`src/rtl/icache_pkg.sv`:
```
// icache_pkg: shared default geometry, FSM encoding and address-split helpers for the instruction cache
package icache_pkg;
  localparam int IC_LINES = 8;
  localparam int IC_WORDS = 4;
  localparam int IC_AW    = 16;
  localparam int IC_OFF_W = $clog2(IC_WORDS);
  localparam int IC_IDX_W = $clog2(IC_LINES);
  localparam int IC_TAG_W = IC_AW - IC_IDX_W - IC_OFF_W;
  typedef enum logic {LOOKUP, FILL} state_t;
  function automatic logic [31:0] addr_off(logic [31:0] a, int off_w);
    return a & ((32'd1 << off_w) - 32'd1);
  endfunction
  function automatic logic [31:0] addr_idx(logic [31:0] a, int off_w, int idx_w);
    return (a >> off_w) & ((32'd1 << idx_w) - 32'd1);
  endfunction
  function automatic logic [31:0] addr_tag(logic [31:0] a, int off_w, int idx_w);
    return a >> (off_w + idx_w);
  endfunction
endpackage

```
`src/rtl/icache_line_store.sv`:
```
// icache_line_store: tag/valid/data arrays with one write port and one combinational read port
//   clk, rst_n            : clock, async active-low reset (clears valid bits only)
//   clr_all               : clear every valid bit at the edge
//   wr_en/wr_idx/wr_off   : write wr_data into one word of a line
//   set_en/set_tag        : write the tag of line wr_idx, valid bit <= set_valid
//   rd_idx/rd_tag/rd_off  : lookup; rd_hit and rd_data are combinational
import icache_pkg::*;
module icache_line_store #(
  parameter int LINES = IC_LINES,
  parameter int WORDS = IC_WORDS,
  parameter int TAG_W = IC_TAG_W,
  parameter int IDX_W = $clog2(LINES),
  parameter int OFF_W = $clog2(WORDS)
) (
  input  logic             clk,
  input  logic             rst_n,
  input  logic             clr_all,
  input  logic             wr_en,
  input  logic [IDX_W-1:0] wr_idx,
  input  logic [OFF_W-1:0] wr_off,
  input  logic [15:0]      wr_data,
  input  logic             set_en,
  input  logic [TAG_W-1:0] set_tag,
  input  logic             set_valid,
  input  logic [IDX_W-1:0] rd_idx,
  input  logic [TAG_W-1:0] rd_tag,
  input  logic [OFF_W-1:0] rd_off,
  output logic             rd_hit,
  output logic [15:0]      rd_data
);
  logic [15:0]      data [LINES][WORDS];
  logic [TAG_W-1:0] tags [LINES];
  logic [LINES-1:0] valid;
  // set after clear so a fill finishing alongside an invalidate still records its tag;
  // the caller drops set_valid in that case
  always_ff @(posedge clk or negedge rst_n) begin
    if (!rst_n) valid <= '0;
    else begin
      if (clr_all) valid <= '0;
      if (set_en) valid[wr_idx] <= set_valid;
    end
  end
  always_ff @(posedge clk) begin
    if (wr_en) data[wr_idx][wr_off] <= wr_data;
    if (set_en) tags[wr_idx] <= set_tag;
  end
  assign rd_hit  = valid[rd_idx] && tags[rd_idx] == rd_tag;
  assign rd_data = data[rd_idx][rd_off];
endmodule

```
`src/rtl/icache_fill_unit.sv`:
```
// icache_fill_unit: direct-mapped read-only instruction cache with word-by-word line fill
//   clk, rst_n          : clock, async active-low reset
//   cpu_addr/cpu_re     : fetch word address and request
//   cpu_instr/cpu_rdy   : same-cycle hit data (0 unless ready) and ready
//   inv                 : invalidate all lines
//   mem_addr/mem_re     : registered backing-memory read request
//   mem_rdata/mem_valid : backing read data, valid for the current mem_addr
//   miss_cnt            : saturating miss counter
import icache_pkg::*;
module icache_fill_unit #(
  parameter int LINES = IC_LINES,
  parameter int WORDS = IC_WORDS,
  parameter int AW    = IC_AW
) (
  input  logic          clk,
  input  logic          rst_n,
  input  logic [AW-1:0] cpu_addr,
  input  logic          cpu_re,
  output logic [15:0]   cpu_instr,
  output logic          cpu_rdy,
  input  logic          inv,
  output logic [AW-1:0] mem_addr,
  output logic          mem_re,
  input  logic [15:0]   mem_rdata,
  input  logic          mem_valid,
  output logic [15:0]   miss_cnt
);
  localparam int OFF_W = $clog2(WORDS);
  localparam int IDX_W = $clog2(LINES);
  localparam int TAG_W = AW - IDX_W - OFF_W;
  state_t           state, state_n;
  logic [TAG_W-1:0] fill_tag, tag_n;
  logic [IDX_W-1:0] fill_idx, idx_n;
  logic [OFF_W-1:0] fill_cnt, cnt_n;
  logic             kill, kill_n, re_n, wr_en, set_en, hit;
  logic [15:0]      miss_n, rd_data;
  logic [TAG_W-1:0] a_tag;
  logic [IDX_W-1:0] a_idx;
  logic [OFF_W-1:0] a_off;
  assign a_tag = TAG_W'(addr_tag(32'(cpu_addr), OFF_W, IDX_W));
  assign a_idx = IDX_W'(addr_idx(32'(cpu_addr), OFF_W, IDX_W));
  assign a_off = OFF_W'(addr_off(32'(cpu_addr), OFF_W));
  icache_line_store #(.LINES(LINES), .WORDS(WORDS), .TAG_W(TAG_W)) u_store (
    .clk       (clk),
    .rst_n     (rst_n),
    .clr_all   (inv),
    .wr_en     (wr_en),
    .wr_idx    (fill_idx),
    .wr_off    (fill_cnt),
    .wr_data   (mem_rdata),
    .set_en    (set_en),
    .set_tag   (fill_tag),
    .set_valid (!kill && !inv),
    .rd_idx    (a_idx),
    .rd_tag    (a_tag),
    .rd_off    (a_off),
    .rd_hit    (hit),
    .rd_data   (rd_data)
  );
  assign cpu_rdy   = cpu_re && hit && state == LOOKUP;
  assign cpu_instr = cpu_rdy ? rd_data : '0;
  // the fill registers are the line base plus beat count, so the concatenation is the registered address
  assign mem_addr  = {fill_tag, fill_idx, fill_cnt};
  always_ff @(posedge clk or negedge rst_n) begin
    if (!rst_n) begin
      state    <= LOOKUP;
      fill_tag <= '0;
      fill_idx <= '0;
      fill_cnt <= '0;
      kill     <= 1'b0;
      mem_re   <= 1'b0;
      miss_cnt <= '0;
    end else begin
      state    <= state_n;
      fill_tag <= tag_n;
      fill_idx <= idx_n;
      fill_cnt <= cnt_n;
      kill     <= kill_n;
      mem_re   <= re_n;
      miss_cnt <= miss_n;
    end
  end
  always_comb begin
    state_n = state;
    tag_n   = fill_tag;
    idx_n   = fill_idx;
    cnt_n   = fill_cnt;
    kill_n  = kill;
    re_n    = mem_re;
    miss_n  = miss_cnt;
    wr_en   = 1'b0;
    set_en  = 1'b0;
    if (state == LOOKUP) begin
      if (cpu_re && !hit && !inv) begin
        state_n = FILL;
        tag_n   = a_tag;
        idx_n   = a_idx;
        cnt_n   = '0;
        kill_n  = 1'b0;
        re_n    = 1'b1;
        miss_n  = &miss_cnt ? miss_cnt : miss_cnt + 16'd1;
      end
    end else begin
      kill_n = kill || inv;
      if (mem_valid) begin
        wr_en = 1'b1;
        cnt_n = fill_cnt + OFF_W'(1);
        if (&fill_cnt) begin
          set_en  = 1'b1;
          state_n = LOOKUP;
          re_n    = 1'b0;
          kill_n  = 1'b0;
        end
      end
    end
  end
endmodule

```
`config.mk`:
```
export PLATFORM = sky130hd
export DESIGN_NAME = icache_fill_unit
export DESIGN_NICKNAME = d
export VERILOG_FILES = /design/src/rtl/icache_pkg.sv /design/src/rtl/icache_line_store.sv /design/src/rtl/icache_fill_unit.sv
export SDC_FILE = /design/constraint.sdc
export NUM_CORES = 1
export LEC_CHECK = 0
export CORE_UTILIZATION = 25
export CTS_CLUSTER_DIAMETER = 30
export CTS_CLUSTER_SIZE = 12
export DETAILED_ROUTE_END_ITERATION = 8
export PLACE_DENSITY = 0.45
export SLEW_MARGIN = 10
export SYNTH_ARGS = -nofsm -noshare
export SYNTH_HDL_FRONTEND = slang
export SYNTH_SLANG_ARGS = --single-unit
```
`constraint.sdc`:
```
create_clock -name clk -period 5.35 [get_ports clk]
set_input_delay 1.07 -clock clk [delete_from_list [all_inputs] [get_ports clk]]
set_output_delay 1.07 -clock clk [all_outputs]
set_load 0.01 [all_outputs]
```
==> out/results.tsv, run 1 <==
metric	value	unit
run status	complete, no violations	
pin count of the biggest net entering global routing	60	
Max Fanout on Critical Path	24	
CTS Buffer Depth	3	
total CTS buffers	121	
Leak	0.01040	µW
Fmax	197.0	MHz
Initial Utilization	0.2535	
CP max-delay cell	mux4_2	
wirelength, routed	64.17	mm
die width	318.4	µm
hold buffer count at CTS	0	
total negative setup slack	0	ns
Yosys warning count	0	
Peak VDD IR	0.0002720	V
Setup CP Type	in2out	
Fillers	9359	
Pins Over Slew Limit	0	
drt drc	0	
Int Power	11500	µW
Gate power share	0.082	
Tcrit/Tclk final	0.9488	
startpoint class of the critical path	input port	
DP HPWL	37.56	mm
placed insts	2481	
Final WS setup	0.2738	ns
count of cell types in the netlist	42	
layout cells sized above 1	0.3457	
vias in the first global route	12924	
initial antenna violation count	2	
most numerous cell on the critical path	buf_4	
Synth Register Bits	643	
Seq pwr share	0.408	
NetSw	3479	µW
P&R area growth vs syn	27.90	%
EDFF count, synth	600	
post-synthesis sequential area ratio	0.7629	
Worst Skew	0.03283	ns
post-CTS resize count	0	
Final Wtd Congestion	0.7495	
H-tree depth	3	
1st-iter DRT viols	880	
Relative slew margins	0.1806	
WL/cell	23.67	µm
Final setup viols	0	
Post-Syn Area per Cell	22.61	µm²
post-CTS setup buffer count	0	
clock network fraction of design power	0.510	
gr usage total	0.1272	
IO Pins	87	
Worst-Skew Late Latency	0.67	ns
Syn Nets	1149	
Routed Antenna Nets	0	
unrepaired setup endpoints after global routing	false	
Setup crit end kind	output pin	
Final min period	5.076	ns
cell area after synthesis	25030	µm²
Critical Path RT	4.28	ns
Sw Ratio	0.2323	
Via density	4.499	
max_cap viols	0	
first-pass GRT wire length	93.03	mm
NumNets Final	1359	
area of the die	101400	µm²
CTS Sinks	643	
Detailed Routing Iterations Pass 1	5	
Setup WS pre-CTS	0.2255	ns
total number of vias	12196	
Worst Hold Class	reg2reg	
delay of the slowest cell on the worst path	0.50	ns
CTS tree	done	
Syn Inst Count	1107	
root buf cell	clkbuf_16	
clk slew on worst S/H paths	0.05	ns
Worst-Margin Slew	1.225	ns
Top FF cell, synth	edfxtp_1	
FP Rows	115	
power per cell area	467.9	nW/µm²
Core Box Area	98710	µm²
Die Span Y	318.4	µm
ys async rst share	0.06687	
Fin. Hold Viols	0	
worst path arrival time	4.01	ns
final std cells w/o fill	2711	
GR Overflow Total	0	
Port Buffers	86	
CP cell instances	buf_6 -> buf_4 -> buf_4 -> mux4_2 -> mux4_2 -> mux2i_1 -> buf_4 -> nor2_1 -> clkdlybuf4s50_1	
-- metrics by stage --
step | hold WS (ns) | util | instance area, µm² | power (µW)
finish | 0.4993 | 0.3243 | 32010 | 14980
detailed placement | 0.4928 | 0.2821 | 27850 | 7446
floorplan | 0.4863 | - | 25030 | 6723
CTS | 0.4969 | 0.3244 | 32020 | 15170
global placement | 0.4787 | 0.2821 | 27850 | 7417
global route | 0.5245 | 0.3242 | 32010 | 15510
-- synth_stat cells (2+ instances only) --
cell type	instances	area, µm²
a211oi_1	9	67.56
a21o_1	2	15.01
and2_1	2	12.51
and3_1	2	12.51
buf_1	15	56.30
buf_2	17	85.08
buf_6	3	33.78
clkbuf_1	18	67.56
dfrtp_1	43	1076
edfxtp_1	600	18020
ha_1	5	62.56
inv_1	5	18.77
mux2_1	6	67.56
mux2_2	11	123.9
mux2i_1	29	290.3
mux4_2	185	4167
nand2_1	14	52.55
nand2b_1	3	18.77
nand3_1	7	35.03
nand3b_1	6	45.04
nand4_1	2	12.51
nor2_1	67	251.5
nor3_1	3	15.01
nor4_1	6	37.54
nor4b_1	3	26.28
o211ai_1	2	15.01
o21ai_0	4	20.02
or3_1	2	12.51
or3b_2	2	17.52
xor2_1	22	192.7
-- placed cells by master (no fill, tap or decap), drive strengths merged, types with 2 or more instances in the layout --
| master | count |
|---|---|
| bufinv | 19 |
| nor4b | 3 |
| nand4 | 2 |
| mux4 | 185 |
| clkdlybuf4s50 | 79 |
| nand3b | 6 |
| edfxtp | 600 |
| a21o | 2 |
| nor2 | 68 |
| and3 | 2 |
| nor3 | 3 |
| nor4 | 7 |
| o211ai | 2 |
| dfrtp | 43 |
| and2 | 2 |
| ha | 5 |
| nand2b | 3 |
| mux2i | 29 |
| or3 | 2 |
| mux2 | 17 |
| or3b | 2 |
| nand3 | 7 |
| buf | 62 |
| clkbuf | 140 |
| inv | 14 |
| clkinv | 48 |
| xor2 | 22 |
| o21ai | 4 |
| a211oi | 9 |
| clkinvlp | 13 |
| nand2 | 15 |
-- path summary, 6_finish.rpt --
check	start	endpoint	slack, ns	cells after the start
setup / recovery	cpu_addr[3]	cpu_instr[6]	0.27	9
hold / removal	miss_cnt[9]	miss_cnt[9]	0.50	1
setup reg to reg	u_store.tags[6][6]	fill_tag[5]	2.52	9
hold reg to reg	miss_cnt[9]	miss_cnt[9]	0.50	1
max in group asynchronous	rst_n	fill_idx[0]	4.38	2
min in group asynchronous	rst_n	fill_tag[9]	0.52	2
-- routing by layer --
| metal | vias to the layer above | wire length (µm) | global-route usage | part of all wire |
|---|---|---|---|---|
| li1 | 5146 | - | - | - |
| met1 | 6536 | 28580 | 0.1735 | 0.45 |
| met2 | 411 | 29450 | 0.1937 | 0.46 |
| met3 | 99 | 4959 | 0.04274 | 0.077 |
| met4 | 4 | 1161 | 0.03242 | 0.018 |
| met5 | - | 14 | 0 | 0.00022 |
-- sequential cells by signal, summed over array words and instances, names as in the netlist, 2 cells and up --
signal	flops
u_store.data	512
fill_idx	3
fill_cnt	2
u_store.valid	8
miss_cnt	16
fill_tag	11
u_store.tags	88
-- critical path, delay by kind of cell --
family	cells	cell delay [ns]
AND/OR/NAND/NOR	1	0.05
buffers and inverters	5	1.66
multiplexers	3	1.19
-- kinds of logic after synthesis --
kind of cell             synth area share
flip-flops                         0.7629
buffers and inverters             0.01075
AO/OA/AOI/OAI                    0.005449
multiplexers                       0.1857
XOR/XNOR                         0.008049
adder cells (fa/ha/maj)          0.002500
AND/OR/NAND/NOR                   0.02460
-- cell type report --
type	count	area, µm²	area share
sequential	643	19090	0.5965
multi-input combinational	405	5784	0.1807
clock buffer	140	3141	0.09812
tap	1287	1610	0.05031
timing repair buffer	141	1333	0.04163
clock inverter	89	1026	0.03205
inverter	5	18.77	0.0005863
antenna	1	2.502	0.00007818
-- power groups by stage --
stage,combinational [µW],sequential (µW),clock (µW)
2_1_floorplan,562,6160,0
3_3_place_gp,1240,6180,0
3_5_place_dp,1240,6200,0
4_1_cts,1250,6110,7810
5_1_grt,1310,6150,8050
6_report,1220,6110,7650
Power figures use the tool's default switching activity.
==> run 2: changes to the inputs <==
- PLACE_DENSITY: 0.45 -> unset
==> run 2 against run 1 <==
  * Combinational power decreased by 4%
  * Critical endpoint is now cpu_instr[3]
  * Core utilization decreased by 0.67 points
  * Hold slack got worse by 0.0060 ns
  * Highest routed layer unchanged
  * Largest power group unchanged
==> out/results.tsv, run 2 (synthesized netlist as in run 1, its figures left out) <==
metric	value	unit	change
run status	complete, no violations		
total number of vias	12085		-0.91%
root buf cell	clkbuf_16		
CTS Buffer Depth	3		unchanged
Critical Path RT	4.28	ns	about the same
wirelength, routed	58.05	mm	-9.5%
Largest regs	u_store.data x512, u_store.tags x88, miss_cnt x16		
total CTS buffers	103		-15%
unrepaired setup endpoints after global routing	false		
R2R setup slack	2.52	ns	about the same
Placed Area	27770	µm²	-0.28%
Relative slew margins	0.1776		-0.002969
first-pass GRT wire length	85.66	mm	-7.9%
Worst Hold Class	reg2reg		
CP max-delay cell	mux4_2		
P&R area growth vs syn	25.26	%	
initial antenna violation count	4		+2
H-tree depth	3		unchanged
Final WS setup	0.2169	ns	-0.05695 ns
Setup WS pre-CTS	0.1266	ns	-0.09889 ns
Initial Utilization	0.2535		unchanged
final instance area	31350	µm²	-2.1%
vias in the first global route	12602		-2.5%
Worst-Skew Late Latency	0.64	ns	-0.03 ns
Die Span Y	318.4	µm	unchanged
max_cap viols	0		unchanged
1st-iter DRT viols	1183		+34%
Leak	0.01014	µW	-2.5%
power per cell area	448.1	nW/µm²	-4.3%
clk slew on worst S/H paths	0.04	ns	about the same
Setup crit end kind	output pin		
most frequent cells in the layout	edfxtp_1 (600), mux4_2 (185), clkbuf_16 (104)		
Final min period	5.133	ns	+0.05695 ns
total negative setup slack	0	ns	unchanged
CTS Sinks	643		unchanged
Fmax	194.8	MHz	-1.1%
Fin. Hold Viols	0		unchanged
WL/cell	21.69	µm	-8.3%
CTS tree	done		
Detailed Routing Iterations Pass 1	5		unchanged
DP HPWL	33.34	mm	-11%
startpoint class of the critical path	input port		
max reg flops	512		unchanged
Final setup viols	0		unchanged
area of the die	101400	µm²	unchanged
most common cell after layout, fill and taps aside	edfxtp_1		
Pins Over Slew Limit	0		unchanged
gr usage total	0.1149		-0.01228
NumNets Final	1344		-1.1%
Port Buffers	86		unchanged
drt drc	0		unchanged
Routed Antenna Nets	0		unchanged
Worst Skew	0.02465	ns	-0.008180 ns
FP Rows	115		unchanged
Max Fanout on Critical Path	27		+13%
CP cell instances	buf_8 -> mux4_2 -> mux2i_1 -> xor2_1 -> nand3_1 -> nor4_4 -> nand2_2 -> buf_4 -> nor2_1 -> clkdlybuf4s50_1		
Worst-Margin Slew	1.230	ns	+0.004440 ns
Final Wtd Congestion	0.7383		-1.5%
pin count of the biggest net entering global routing	130		+120%
Setup CP Type	in2out		
worst path arrival time	4.06	ns	+0.05 ns
die width	318.4	µm	unchanged
layout cells sized above 1	0.3278		-0.01794
Peak VDD IR	0.0003007	V	+11%
Core Box Area	98710	µm²	unchanged
Fillers	9362		+0.032%
Biggest register	u_store.data		
GR Overflow Total	0		unchanged
Via density	4.516		+0.39%
worst hold margin	0.4933	ns	-0.005988 ns
IO Pins	87		unchanged
Tcrit/Tclk final	0.9595		+0.01064
delay of the slowest cell on the worst path	0.56	ns	+0.06 ns
## run 2: changes by cell type in the layout (fill, tap and decap cells not counted), sizes merged
cell | before | now
clkbuf | 140 | 112
clkinv | 48 | 41
clkinvlp | 13 | 9
buf | 62 | 65
inv | 14 | 17
bufinv | 19 | 17
## run 2: worst max-delay path: cells and delay by family
kind                   cells  cell delay [ns]
XOR/XNOR                   1             0.16
multiplexers               2             0.74
buffers and inverters      3             1.09
AND/OR/NAND/NOR            4             0.98
## run 2: per-stage QoR
stage / std cells / total power, µW / util
3_3_place_gp: 2484 / 7333 / 0.2814
2_1_floorplan: 1107 / 6723 / -
4_1_cts: 2675 / 14180 / 0.3176
6_report: 2676 / 14050 / 0.3176
3_5_place_dp: 2484 / 7382 / 0.2814
5_1_grt: 2675 / 14510 / 0.3176
## run 2: timing repair
item,in CTS,in global routing
hold endpoints to repair,0,0
endpoints found under the setup margin,0,1
hold buffers,0,0
setup buffers,0,0
gates resized for setup,0,1
## run 2: power by group
part / switching (µW) / total [µW] / leakage [µW] / internal, µW
clock: 2370 / 6770 / 0.00173 / 4410
sequential: 221 / 6110 / 0.00595 / 5890
combinational: 665 / 1170 / 0.00245 / 501
total: 3250 / 14000 / 0.0101 / 10800
## run 2: final timing paths
| check | cells after the start | to | start |
|---|---|---|---|
| hold reg to reg | 1 | miss_cnt[5] | miss_cnt[5] |
| setup / recovery | 10 | cpu_instr[3] | cpu_addr[2] |
| setup reg to reg | 9 | fill_tag[5] | u_store.tags[5][1] |
| max in group asynchronous | 2 | miss_cnt[0] | rst_n |
| hold / removal | 1 | miss_cnt[5] | miss_cnt[5] |
| min in group asynchronous | 2 | fill_tag[6] | rst_n |
## run 2: routing by layer
layer | GRT usage | share of wire | vias to the layer above
li1 | - | - | 5094
met1 | 0.1579 | 0.44 | 6461
met2 | 0.1775 | 0.46 | 439
met3 | 0.03263 | 0.080 | 89
met4 | 0.03113 | 0.019 | 2
met5 | 0 | 0.00022 | -
## run 2: cell type report
class | count | area, µm² | share of cell area
flip-flops and latches | 643 | 19090 | 0.6091
multi-input cells | 405 | 5709 | 0.1821
clock buffers | 112 | 2643 | 0.08429
well taps | 1287 | 1610 | 0.05137
repair buffers | 144 | 1338 | 0.04267
clock inverters | 79 | 934.6 | 0.02981
inverters | 5 | 18.77 | 0.0005987
diodes | 1 | 2.502 | 0.00007982
